File: src/rtl/bsg_skid_fifo_bypass.sv
// bsg_skid_fifo_bypass
//
// Two-entry valid/ready buffer with a zero-latency bypass path. When nothing
// is stored, the producer's word flows combinationally to the consumer. When
// the consumer stalls, up to two words are absorbed. ready_o is a function of
// registered occupancy only, so it breaks the backpressure timing path from
// yumi_i back to the producer.
//
// Ports:
//   clk_i    - clock, all state updates on the rising edge
//   reset_i  - asynchronous, active-high reset (drops stored words)
//   v_i      - producer data valid
//   data_i   - producer data word
//   ready_o  - buffer can accept a word this cycle
//   v_o      - data_o holds a valid word
//   data_o   - word presented to the consumer
//   yumi_i   - consumer takes data_o this cycle (only legal when v_o=1)
//   count_o  - stored occupancy 0..2; a bypassing word is not counted

module bsg_skid_fifo_bypass #(
    parameter int unsigned width_p = 16
) (
    input  logic               clk_i,
    input  logic               reset_i,
    input  logic               v_i,
    input  logic [width_p-1:0] data_i,
    output logic               ready_o,
    output logic               v_o,
    output logic [width_p-1:0] data_o,
    input  logic               yumi_i,
    output logic [1:0]         count_o
);

    logic [1:0]         count_q, count_d;
    logic               rptr_q;
    logic               wptr_q;
    logic [width_p-1:0] mem_q [2];

    logic not_empty;
    logic enq;
    logic deq_stored;
    logic bypass;
    logic write;

    assign not_empty = (count_q != 2'd0);

    // Outputs
    assign ready_o = (count_q != 2'd2);
    assign v_o     = not_empty | v_i;
    assign data_o  = not_empty ? mem_q[rptr_q] : data_i;
    assign count_o = count_q;

    // Events
    assign enq        = v_i & ready_o;
    assign deq_stored = yumi_i & not_empty;
    // With nothing stored, a yumi can only be taking the incoming word.
    assign bypass     = yumi_i & ~not_empty;
    assign write      = enq & ~bypass;

    always_comb begin
        count_d = count_q;
        unique case ({write, deq_stored})
            2'b10:   count_d = count_q + 2'd1;
            2'b01:   count_d = count_q - 2'd1;
            default: count_d = count_q;
        endcase
    end

    always_ff @(posedge clk_i or posedge reset_i) begin
        if (reset_i) begin
            count_q <= 2'd0;
            rptr_q  <= 1'b0;
            wptr_q  <= 1'b0;
        end else begin
            count_q <= count_d;
            if (write) begin
                wptr_q <= ~wptr_q;
            end
            if (deq_stored) begin
                rptr_q <= ~rptr_q;
            end
        end
    end

    // Storage is deliberately not reset; count gates its visibility.
    always_ff @(posedge clk_i) begin
        if (write) begin
            mem_q[wptr_q] <= data_i;
        end
    end

endmodule

File: config.mk
export PLATFORM = sky130hd
export DESIGN_NAME = bsg_skid_fifo_bypass
export DESIGN_NICKNAME = d
export VERILOG_FILES = /design/src/rtl/bsg_skid_fifo_bypass.sv
export SDC_FILE = /design/constraint.sdc
export NUM_CORES = 1
export LEC_CHECK = 0
export CAP_MARGIN = 20
export CORE_AREA = 4 4 60 62
export DETAILED_ROUTE_END_ITERATION = 7
export DIE_AREA = 0 0 64 66
export HOLD_SLACK_MARGIN = 0.05
export PLACE_DENSITY_LB_ADDON = 0.3
export SLEW_MARGIN = 40
export SYNTH_ARGS = -nofsm -noshare
export SYNTH_HDL_FRONTEND = slang
export SYNTH_SLANG_ARGS = --single-unit
export TNS_END_PERCENT = 5
File: constraint.sdc
create_clock -name clk_i -period 5.3 [get_ports clk_i]
set_input_delay 1.325 -clock clk_i [delete_from_list [all_inputs] [get_ports clk_i]]
set_output_delay 1.325 -clock clk_i [all_outputs]
set_load 0.01 [all_outputs]
Word level (Yosys, flattened, before mapping)
Memory sizes are Yosys's and may differ from the RTL's.
Index checks and enable logic that the tools add are counted.
{ "totals": {"regBits": 4, "ramBits": 32, "inputBits": 20, "output_inout_bits": 20, "elab_cells": 24, "n_memories": 1} }
{ "memory_table": {"columns": ["name", "depth", "word_bits", "rd", "rd_ports_with_merged_regs", "write_ports", "line_no", "source"], "rows": [
  ["mem_q", 2, 16, 1, 0, 1, "37", "logic [width_p-1:0] mem_q [2];"]
]} }
{ "op_classes": {"add_sub_neg": 2, "eq_ne": 3, "mux": 4, "bitwise_logic": 9, "n_reduce_logical": 2} }
{ "ops": {"columns": ["cell", "count"], "rows": [
  ["$mux 16", 1],
  ["$and 1x1->1", 4],
  ["$not 1->1", 4],
  ["$pmux 2 s2", 1],
  ["$reduce_bool 2->1", 2],
  ["$add 2x1->2 const B", 1],
  ["$eq 2x1->1 const B", 1],
  ["$eq 2x2->1 const B", 1],
  ["$mux 1", 2],
  ["$ne 2x2->1 const B", 1],
  ["$sub 2x1->2 const B", 1],
  ["$or 1x1->1", 1]
]} }

Logic depth before layout (Yosys ltp)
Gate-level depths: netlist of the first run.
{ "depth": {"ltp_word": 7, "depth_mapped": 7, "ltp_nobuf": 6} }

Worst setup path after synthesis of the first run
OpenSTA, ideal clock, no wires.
{ "synth_timing": {"kind": "input port to output port", "startpoint": "in v_i", "endpoint": "out v_o", "arrival_ns": 1.674, "required_ns": 3.975, "path_slack_ns": 2.301, "cell_stages": 1, "n_path_buf": 0, "path_cell_list": "or3_1"} }
{ "synth_via": {"elab_chain_len": 1} }
{ "synth_lines": {"columns": ["element", "line_no", "source"], "rows": [
  ["from (decl)", "25", "input logic v_i,"],
  ["$or 1x1->1", "49", "assign v_o = not_empty | v_i;"],
  ["to (decl)", "28", "output logic v_o,"]
]} }
Every way passes these cells.

Final worst setup path of the first run
{ "layout_timing": {"startpoint": "in data_i[6]", "endpoint": "out data_o[6]"} }
{ "layout_via": {"elab_chain_len": 1} }
{ "layout_lines": {"columns": ["element", "line_no", "source"], "rows": [
  ["from (decl)", "26", "input logic [width_p-1:0] data_i,"],
  ["$mux 16", "50", "assign data_o = not_empty ? mem_q[rptr_q] : data_i;"],
  ["to (decl)", "29", "output logic [width_p-1:0] data_o,"]
]} }
Every way passes these cells.

==> results.md, run 1 <==
- Die width: between 60 and 70 um
- Crit path buffers/inverters: 2
- Setup bufs post-CTS: 0
- Area share of the largest cell type after synthesis: between 60% and 70%
- Synth Register Bits: 36
- Drt total wl: about 2700 um
- Max Cap Violations: 0
- Core Region: 3028 um^2
- Initial Util: around half
- Leakage: approximately 0.74 nW
- Crit Path Category: primary input to output port
- Clock Path Buffers: 2
- Primary FF master, synth: edfxtp_1
- Headroom to the max-slew limit: between 50% and 60%
- First-pass GRT wire length: around 4500 um
- Worst EP required: slightly below 4 ns
- Net Count, Synth: roughly 130
- # rows: 20
- Post-layout min period: 3.951 ns
- GRT overflow: 0
- RSZ-0062 raised after global routing: false
- Top post-synthesis cells by area: edfxtp_1 62%, mux2i_1 10%, dfrtp_1 6.5%
- Crit Path Max Fanout: 3
- CTS tree: built
- # hold bufs at CTS: 0
- Yosys warnings: 0
- Number of global-route vias before repair: 960
- Ports: 40
- Final hold vios: 0
- Mean routed wirelength per cell: 14.07 um
- Die Y: around 66 um
- CTS buffer count: 5
- Skew final: roughly 0.005 ns
- Maximum resistive drop on vdd: between 0.3 and 0.4 mV
- FILL cells: between 200 and 250
- Root Buffer: clkbuf_4
- Initial antenna violation count: 0
- PostCTS Resize Cnt: 0
- Ys async rst share: 11.11%
- Share of post-route cells with drive strength above 1: around 8.0%
- Routed Antenna Nets: 0
- Crit. End Element: output port
- Residual DRC count: 0
- Htree depth: 2
- Count of cell types in the netlist: 16
- CP max stage cell: clkdlybuf4s50_1
- P&R area growth vs syn: 29.16%
- Post-synth EDFFs: 32
- Clk slew on worst S/H paths: around 0.09 ns
- DR pass1 iterations: 4
- CP most frequent cell: clkdlybuf4s50_1
- Largest delay share family, worst path: buffers and inverters
- Tot Pwr: 1.084 mW
- Final setup violation count: 0
- CP cell instances: clkdlybuf4s50_1, nor2_1, a21oi_1, clkdlybuf4s50_1
- Pwr/cell area: about 540 nW/um^2
- Hpwl dp: slightly below 2000 um
- Slew Viols, Final: 0
- Syn Std Cell Area: about 1500 um^2
- DR vias/cell: ~4.8
- Via count: just over 900
- Synth area leader: edfxtp_1
- Crit start category: primary input
- Fmax: ~0.25 GHz
- Outcome: completed
- Port Buf Inserts: 39
- Ant. Diodes: 0
- Final RePlAce weighted congestion: between 0.6 and 0.7
- Register area share after synthesis: 68.89%
- Critical path arrival: approximately 2.6 ns
- Actual slew at the worst max-slew pin: 0.6148 ns
- Non-Filler Instances: between 150 and 200
- Largest net degree at the start of global routing: 34
- Critical Path Max Stage Delay: 0.56 ns
- Drt initial violations: 39
- Worst hold path type: register to register
- Setup TNS Final: 0 ns
- Final period utilization: around 75%
- Area of the die: between 4000 and 5000 um^2
- Dpl cells: ~190
- Nets: between 150 and 200
- GRT Util Overall: roughly 14%
- Latest clock arrival within the worst-skew pair: 0.31 ns
- Clock sink total: 36
- Mean Syn Cell Area: between 10 and 15 um^2
- Post-Synthesis Cells: roughly 110
- Most common cell in the netlist: edfxtp_1
- Post-synth top cells: 32 x edfxtp_1, 20 x nor2_1, 16 x a21oi_1, 16 x mux2i_1, 5 x buf_6
## power breakdown
group	switching (mW)	internal (mW)
Combinational	0.225	0.282
Clock	0.0790	0.0510
Sequential	0.0617	0.386
Total	0.366	0.718
## routing by layer
| layer | part of all wire, % | up-vias | GRT usage [%] |
|---|---|---|---|
| li1 | - | 471 | - |
| met1 | 45 | 437 | 17.08 |
| met3 | 3.3 | 2 | 6.122 |
| met2 | 51 | 15 | 23.74 |
| met5 | 0 | - | 0 |
| met4 | 0.73 | 0 | 4.043 |
## metrics by stage
stage                     utilization (%)  hold WS, ns  area, um^2  setup WS, ns
after floorplan                         -       0.4681        1540         2.301
after global routing                65.70       0.5337        1989         1.240
after global placement              63.97       0.4815        1937         1.361
after CTS                           65.62       0.5186        1987         1.332
final                               65.70       0.5111        1989         1.349
after detailed placement            64.01       0.5035        1938         1.338
## area by class of cell
type / instances / area, um^2 / area share, %
Clock inverter: 1 / 3.754 / 0.1887
Sequential cell: 36 / 1062 / 53.40
Multi-Input combinational cell: 63 / 410.4 / 20.63
Clock buffer: 7 / 45.04 / 2.264
Tap cell: 44 / 55.05 / 2.767
Inverter: 2 / 7.507 / 0.3774
Timing Repair Buffer: 41 / 405.4 / 20.38
## registers in the layout, summed over array words and instances, names as in the netlist
register,cells
wptr_q,1
mem_q,32
rptr_q,1
count_o,2
## logic make-up after synthesis
group / synth area share [%]
compound gates: 5.768
xor+xnor: 2.844
fa+ha+maj: 0.8122
buf+inv: 4.630
flops: 68.89
mux: 10.40
simple gates: 6.662
## placed cells by master, fill, tap and decap left out, types with 2 or more instances in the layout
cell type and instances:
clkdlybuf4s50_1 39, edfxtp_1 32, nor2_1 19, mux2i_1 16, a21oi_1 16, clkbuf_4 5
xnor2_1 3, dfrtp_1 3, xor2_1 2, inv_1 2, clkbuf_1 2, buf_4 2
## path summary, 6_finish.rpt
path / slack, ns / start / cells after the start / to
min reg2reg: 0.51 / wptr_q$_DFFE_PP0N_ / 1 / wptr_q$_DFFE_PP0N_
min: 0.51 / wptr_q$_DFFE_PP0N_ / 1 / wptr_q$_DFFE_PP0N_
max reg2reg: 3.32 / count_o[0]$_DFFE_PP0P_ / 5 / count_o[1]$_DFFE_PP0P_
max in group asynchronous: 3.94 / reset_i / 2 / rptr_q$_DFFE_PP0P_
min in group asynchronous: 1.19 / reset_i / 2 / count_o[1]$_DFFE_PP0P_
max: 1.35 / data_i[6] / 4 / data_o[6]
(Power assumes the default switching activity.)
==> inputs of run 2 (changes only) <==
--- a/config.mk
+++ b/config.mk
@@ -6,9 +6,9 @@
 export NUM_CORES = 1
 export LEC_CHECK = 0
 export CAP_MARGIN = 20
-export CORE_AREA = 4 4 60 62
+export CORE_AREA = 4 4 65 67
 export DETAILED_ROUTE_END_ITERATION = 7
-export DIE_AREA = 0 0 64 66
+export DIE_AREA = 0 0 69 71
 export HOLD_SLACK_MARGIN = 0.05
 export PLACE_DENSITY_LB_ADDON = 0.3
 export SLEW_MARGIN = 40
==> constraint.sdc (replaced) <==
create_clock -name clk_i -period 3.4 [get_ports clk_i]
set_input_delay 0.85 -clock clk_i [delete_from_list [all_inputs] [get_ports clk_i]]
set_output_delay 0.85 -clock clk_i [all_outputs]
set_load 0.01 [all_outputs]
==> run 2 against run 1 <==
Global-route usage down 1.3 points. Highest routed layer unchanged. Die area up 16%. Clock power up 120%. Sequential power up 56%. Core utilization down 9.0 points. First-iteration DRC count down 38%. Setup slack worse by 0.99 ns.
==> results.md, run 2 (same netlist as run 1, synthesis figures left out) <==
- Outcome: completed
- DP Area: 1978 um^2 (+2.1%)
- Initial Util: 42.39% (-8.5 points)
- Crit Path Category: register to output port
- Clock Path Buffers: 2 (unchanged)
- Core Region: 3633 um^2 (+20%)
- DR vias/cell: 4.687 (-1.7%)
- Initial antenna violation count: 0 (unchanged)
- RSZ-0062 raised after global routing: false
- Post-layout min period: about 3 ns
- PostCTS Resize Cnt: 0 (unchanged)
- Crit Path Max Fanout: 19 (+16)
- Most flops, register: mem_q
- Latest clock arrival within the worst-skew pair: 0.29 ns (-0.02 ns)
- Setup bufs post-CTS: 0 (unchanged)
- CTS buffer count: 5 (unchanged)
- FILL cells: 333 (+38%)
- Crit. End Element: output port
- Share of post-route cells with drive strength above 1: 9.150% (+1.2 points)
- Worst hold path type: register to register
- Largest net degree at the start of global routing: 20 (-41%)
- Reg2Reg Depth: 6 (+1)
- Dpl ws: 0.4387 ns (-0.8995 ns)
- Commonest non-fill, non-tap cell in the layout: clkdlybuf4s50_1
- Leakage: 0.7726 nW (+4.8%)
- Area of the die: 4899 um^2 (+16%)
- Ports: 40 (unchanged)
- Htree depth: 2 (unchanged)
- Hpwl dp: 2014 um (+4.3%)
- GRT overflow: 0 (unchanged)
- Drt total wl: 2830 um (+3.7%)
- Die Y: 71 um (+7.6%)
- First-pass GRT wire length: 4933 um (+9.3%)
- P&R area growth vs syn: 33.71%
- Max Cap Violations: 0 (unchanged)
- Crit start category: register
- Skew final: 0.008665 ns (+0.003733 ns)
- HP Start: wptr_q$_DFFE_PP0N_
- Nets: 173 (+1.8%)
- Fmax: between 0.3 and 0.4 GHz
- Hold Crit Endpoint: wptr_q$_DFFE_PP0N_
- Final RePlAce weighted congestion: 0.7439 (+9.0%)
- Drt initial violations: 24 (-38%)
- Mean routed wirelength per cell: 14.08 um (about the same)
- Clock sink total: 36 (unchanged)
- Slew Viols, Final: 0 (unchanged)
- Final period utilization: between 80 and 90%
- Final setup violation count: 0 (unchanged)
- Reg2Reg Capture Point: count_o[1]$_DFFE_PP0P_
- Maximum resistive drop on vdd: 0.5387 mV (+67%)
- Routed Antenna Nets: 0 (unchanged)
- Number of global-route vias before repair: 1046 (+9.0%)
- Root Buffer: clkbuf_8
- Tot Pwr: 1.803 mW (+66%)
- Ant. Diodes: 0 (unchanged)
- Worst EP required: 2.55 ns (-1.42 ns)
- Final worst setup slack: 0.3636 ns (-0.9856 ns)
- Critical path arrival: 2.19 ns (-0.44 ns)
- DR pass1 iterations: 2 (-2)
- Most frequent cells in the layout: 39 x clkdlybuf4s50_1, 32 x edfxtp_1, 20 x nor2_1
- Actual slew at the worst max-slew pin: 0.5224 ns (-0.09238 ns)
- Max reg flops: 32 (unchanged)
- Die width: 69 um (+7.8%)
- Clk slew on worst S/H paths: 0.07 ns (-0.02 ns)
- Headroom to the max-slew limit: 65.17% (+6.3 points)
- R2R Setup Slk: 1.42 ns (-1.90 ns)
- Final hold vios: 0 (unchanged)
- CTS tree: built
- Pwr/cell area: 875.6 nW/um^2 (+61%)
- GRT Util Overall: 13.09% (-1.3 points)
- Share of the core filled with cells: 56.68% (-9.0 points)
- Via count: 942 (+1.8%)
- Port Buf Inserts: 39 (unchanged)
- Residual DRC count: 0 (unchanged)
- Fin area: 2059 um^2 (+3.5%)
- # rows: 22 (+10%)
- Setup TNS Final: 0 ns (unchanged)
- Reg2reg start: count_o[0]$_DFFE_PP0P_
- # hold bufs at CTS: 0 (unchanged)
- Hold Path Stages: 1 (unchanged)
[run 2: cell types whose count changed in the layout (fill, tap and decap cells not counted), sizes merged]
cell  before  now
buf        2    5
[run 2: worst max-delay path, cell delays in order (launching register included)]
cell and delay [ns]:
dfrtp_1 0.47, or2_1 0.48, buf_12 0.22, nor2_1 0.04
a21oi_1 0.13, clkdlybuf4s50_1 0.56
[run 2: stage by stage]
step	instances	hold slack (ns)
global placement	193	0.4835
floorplan	107	0.4681
global route	201	0.5548
detailed placement	193	0.5111
finish	201	0.5118
CTS	201	0.5209
[run 2: worst max-delay path by stage]
| stage | startpoint | depth (start not counted) | to |
|---|---|---|---|
| global placement | data_i[6] | 4 | data_o[6] |
| floorplan | yumi_i | 3 | mem_q[1][0]$_DFFE_PP_ |
| global route | count_o[0]$_DFFE_PP0P_ | 5 | data_o[9] |
| detailed placement | data_i[4] | 4 | data_o[4] |
| finish | count_o[0]$_DFFE_PP0P_ | 5 | data_o[8] |
| CTS | count_o[0]$_DFFE_PP0P_ | 5 | data_o[8] |
[run 2: layout make-up]
type                            instances  area [um^2]  area share [%]
Clock buffer                            7        76.32           3.706
Clock inverter                          1        5.005          0.2430
Inverter                                2        7.507          0.3645
Multi-Input combinational cell         63        407.9           19.81
Sequential cell                        36         1062           51.58
Tap cell                               48        60.06           2.916
Timing Repair Buffer                   44        440.4           21.39
[run 2: power by group]
| part | switching [mW] | internal (mW) |
|---|---|---|
| clock | 0.139 | 0.144 |
| combinational | 0.354 | 0.469 |
| sequential | 0.0964 | 0.602 |
[run 2: metal layers]
metal	vias to the layer above	share of wire [%]	track usage, %
met5	-	0	0
met3	8	4.8	5.256
met1	434	43	14.99
met2	24	50	21.93
met4	0	1.6	5.206
li1	476	-	-
==> inputs of run 3 (changes only) <==
--- a/config.mk
+++ b/config.mk
@@ -6,9 +6,9 @@
 export NUM_CORES = 1
 export LEC_CHECK = 0
 export CAP_MARGIN = 20
-export CORE_AREA = 4 4 65 67
+export CORE_AREA = 4 4 63 65
 export DETAILED_ROUTE_END_ITERATION = 7
-export DIE_AREA = 0 0 69 71
+export DIE_AREA = 0 0 67 69
 export HOLD_SLACK_MARGIN = 0.05
 export PLACE_DENSITY_LB_ADDON = 0.3
 export SLEW_MARGIN = 40
==> constraint.sdc (replaced) <==
create_clock -name clk_i -period 3.05 [get_ports clk_i]
set_input_delay 0.7625 -clock clk_i [delete_from_list [all_inputs] [get_ports clk_i]]
set_output_delay 0.7625 -clock clk_i [all_outputs]
set_load 0.01 [all_outputs]
==> run 3 against run 2 <==
Combinational power is 14% higher. Critical path depth is 1 lower. Core utilization is 4.7 points higher. Power is 9.7% higher. Clock skew is 0.0027 ns higher. Count of clock-buffer cells in the layout is 1 higher.
==> results.md, run 3 (same netlist as run 1, synthesis figures left out) <==
- Area of the die: 4623 um^2 (-5.6%)
- Drt total wl: 2821 um (-0.32%)
- DP Area: 1977 um^2 (about the same)
- Die Y: 69 um (-2.8%)
- Headroom to the max-slew limit: 76.26% (+11 points)
- Htree depth: 2 (unchanged)
- Comb pwr share: 47.4% (+1.8 points)
- Final hold vios: 0 (unchanged)
- Initial Util: 46.16% (+3.8 points)
- Largest delay share family, worst path: buffers and inverters
- Skew final: 0.01137 ns (+0.002706 ns)
- Drt initial violations: 33 (+38%)
- Port Buf Inserts: 39 (unchanged)
- CP max stage cell: clkdlybuf4s50_1
- Hpwl dp: 2046 um (+1.6%)
- Fin area: 2047 um^2 (-0.61%)
- CTS buffer count: 5 (unchanged)
- # hold bufs at CTS: 0 (unchanged)
- Fmax: 0.3543 GHz
- Outcome: completed
- GRT overflow: 0 (unchanged)
- Critical path arrival: 2.06 ns (-0.13 ns)
- Critical Path Max Stage Delay: 0.56 ns (about the same)
- Maximum resistive drop on vdd: 0.4178 mV (-22%)
- Slew Viols, Final: 0 (unchanged)
- FILL cells: 290 (-13%)
- Crit path buffers/inverters: 2 (unchanged)
- Switching Share: 32.86% (+0.21 points)
- Setup TNS Final: 0 ns (unchanged)
- Most flops, register: mem_q
- Clock Path Buffers: 2 (unchanged)
- DR vias/cell: 4.562 (-2.7%)
- Die width: 67 um (-2.9%)
- Nets: 175 (+1.2%)
- Crit Path Category: primary input to output port
- Hold Path Stages: 1 (unchanged)
- Clk slew on worst S/H paths: 0.10 ns (+0.03 ns)
- Internal power: 1.328 mW (+9.3%)
- GRT Util Overall: 13.05% (-0.039 points)
- CP cell instances: clkdlybuf4s50_1, nor2_1, a21oi_1, clkdlybuf4s50_1
- Mean routed wirelength per cell: 14.03 um (-0.32%)
- Crit. End Element: output port
- Clock power share: 14.1% (-1.6 points)
- Sequential standard cell area: 1062 um^2 (unchanged)
- Crit start category: primary input
- CP most frequent cell: clkdlybuf4s50_1
- RSZ-0062 raised after global routing: false
- Latest clock arrival within the worst-skew pair: 0.32 ns (+0.03 ns)
- Core Region: 3337 um^2 (-8.2%)
- Routed Antenna Nets: 0 (unchanged)
- Ports: 40 (unchanged)
- Critical Path Stages: 4 (-1)
- Most frequent cells in the layout: 39 x clkdlybuf4s50_1, 32 x edfxtp_1, 20 x nor2_1
- Clock sink total: 36 (unchanged)
- Leakage: 0.7727 nW (about the same)
- Worst EP required: 2.29 ns (-0.26 ns)
- Worst hold path type: register to register
- DR pass1 iterations: 6 (+4)
- P&R area growth vs syn: 32.90%
- Initial antenna violation count: 0 (unchanged)
- Ant. Diodes: 0 (unchanged)
- Root Buffer: clkbuf_4
- Reg2Reg Depth: 6 (unchanged)
- Residual DRC count: 0 (unchanged)
- Actual slew at the worst max-slew pin: 0.3561 ns (-0.1663 ns)
- Max Cap Violations: 0 (unchanged)
- Largest net degree at the start of global routing: 21 (+5.0%)
- # rows: 21 (-4.5%)
- Seq pwr share: 38.5% (-0.2 points)
- Crit Path Max Fanout: 3 (-16)
- Pwr/cell area: 966.1 nW/um^2 (+10%)
- Commonest non-fill, non-tap cell in the layout: clkdlybuf4s50_1
- Share of post-route cells with drive strength above 1: 10.97% (+1.8 points)
- Final RePlAce weighted congestion: 0.7371 (-0.91%)
- Number of global-route vias before repair: 956 (-8.6%)
- Max reg flops: 32 (unchanged)
- First-pass GRT wire length: 4457 um (-9.6%)
- Post-layout min period: 2.822 ns
- Area of the multi-input gates: 407.9 um^2 (unchanged)
- Final setup violation count: 0 (unchanged)
- Final period utilization: 92.53%
- CTS tree: built
- Via count: 917 (-2.7%)
- Psw: 0.6499 mW (+10%)
-- run 3: cell types whose count changed in the layout (fill, tap and decap cells not counted) --
cell      change
clkbuf_8      -3
buf_4         +3
buf_12        -1
clkbuf_1      -1
clkinv_2      -1
clkbuf_4      +5
-- run 3: metal layers --
metal,global-route usage (%),up-vias,wire length [um]
met2,20.63,25,1418
met4,4.054,0,18
li1,-,480,-
met1,15.30,410,1195
met3,6.494,2,189
met5,0,-,0
-- run 3: path summary, 6_finish.rpt --
kind | start | endpoint | slack, ns
max | data_i[10] | data_o[10] | 0.23
min | wptr_q$_DFFE_PP0N_ | wptr_q$_DFFE_PP0N_ | 0.50
max reg2reg | count_o[0]$_DFFE_PP0P_ | count_o[1]$_DFFE_PP0P_ | 1.30
min reg2reg | wptr_q$_DFFE_PP0N_ | wptr_q$_DFFE_PP0N_ | 0.50
max in group asynchronous | reset_i | rptr_q$_DFFE_PP0P_ | 2.27
min in group asynchronous | reset_i | wptr_q$_DFFE_PP0N_ | 0.63
-- run 3: repair_timing --
action | 4_1_cts | 5_1_grt
endpoints found under the hold margin | 0 | 0
resized for setup | 0 | 1
setup endpoints to repair | 0 | 6
setup buffers | 0 | 0
-- run 3: layout make-up --
type / instances / share of cell area [%]
Inverter: 2 / 0.3667
Multi-Input combinational cell: 63 / 19.93
Tap cell: 46 / 2.812
Sequential cell: 36 / 51.90
Timing Repair Buffer: 46 / 21.64
Clock buffer: 8 / 3.362
-- run 3: per-stage QoR --
step	power (mW)	hold WS, ns	util [%]	std cells	worst slack, ns
after floorplan	1.297	0.4681	-	107	0.9948
after global placement	1.701	0.4881	59.24	193	0.2702
after detailed placement	1.724	0.4876	59.24	193	0.2551
after CTS	2.004	0.5035	61.30	201	0.07143
after global routing	2.116	0.5157	61.34	201	0.1846
final	1.978	0.5003	61.34	201	0.2278
-- run 3: power groups by stage --
stage	Combinational [mW]	Sequential (mW)	Clock (mW)
2_1_floorplan	0.566	0.730	0
3_3_place_gp	0.935	0.767	0
3_5_place_dp	0.952	0.772	0
4_1_cts	0.956	0.761	0.287
5_1_grt	1.02	0.772	0.323
6_report	0.938	0.761	0.279
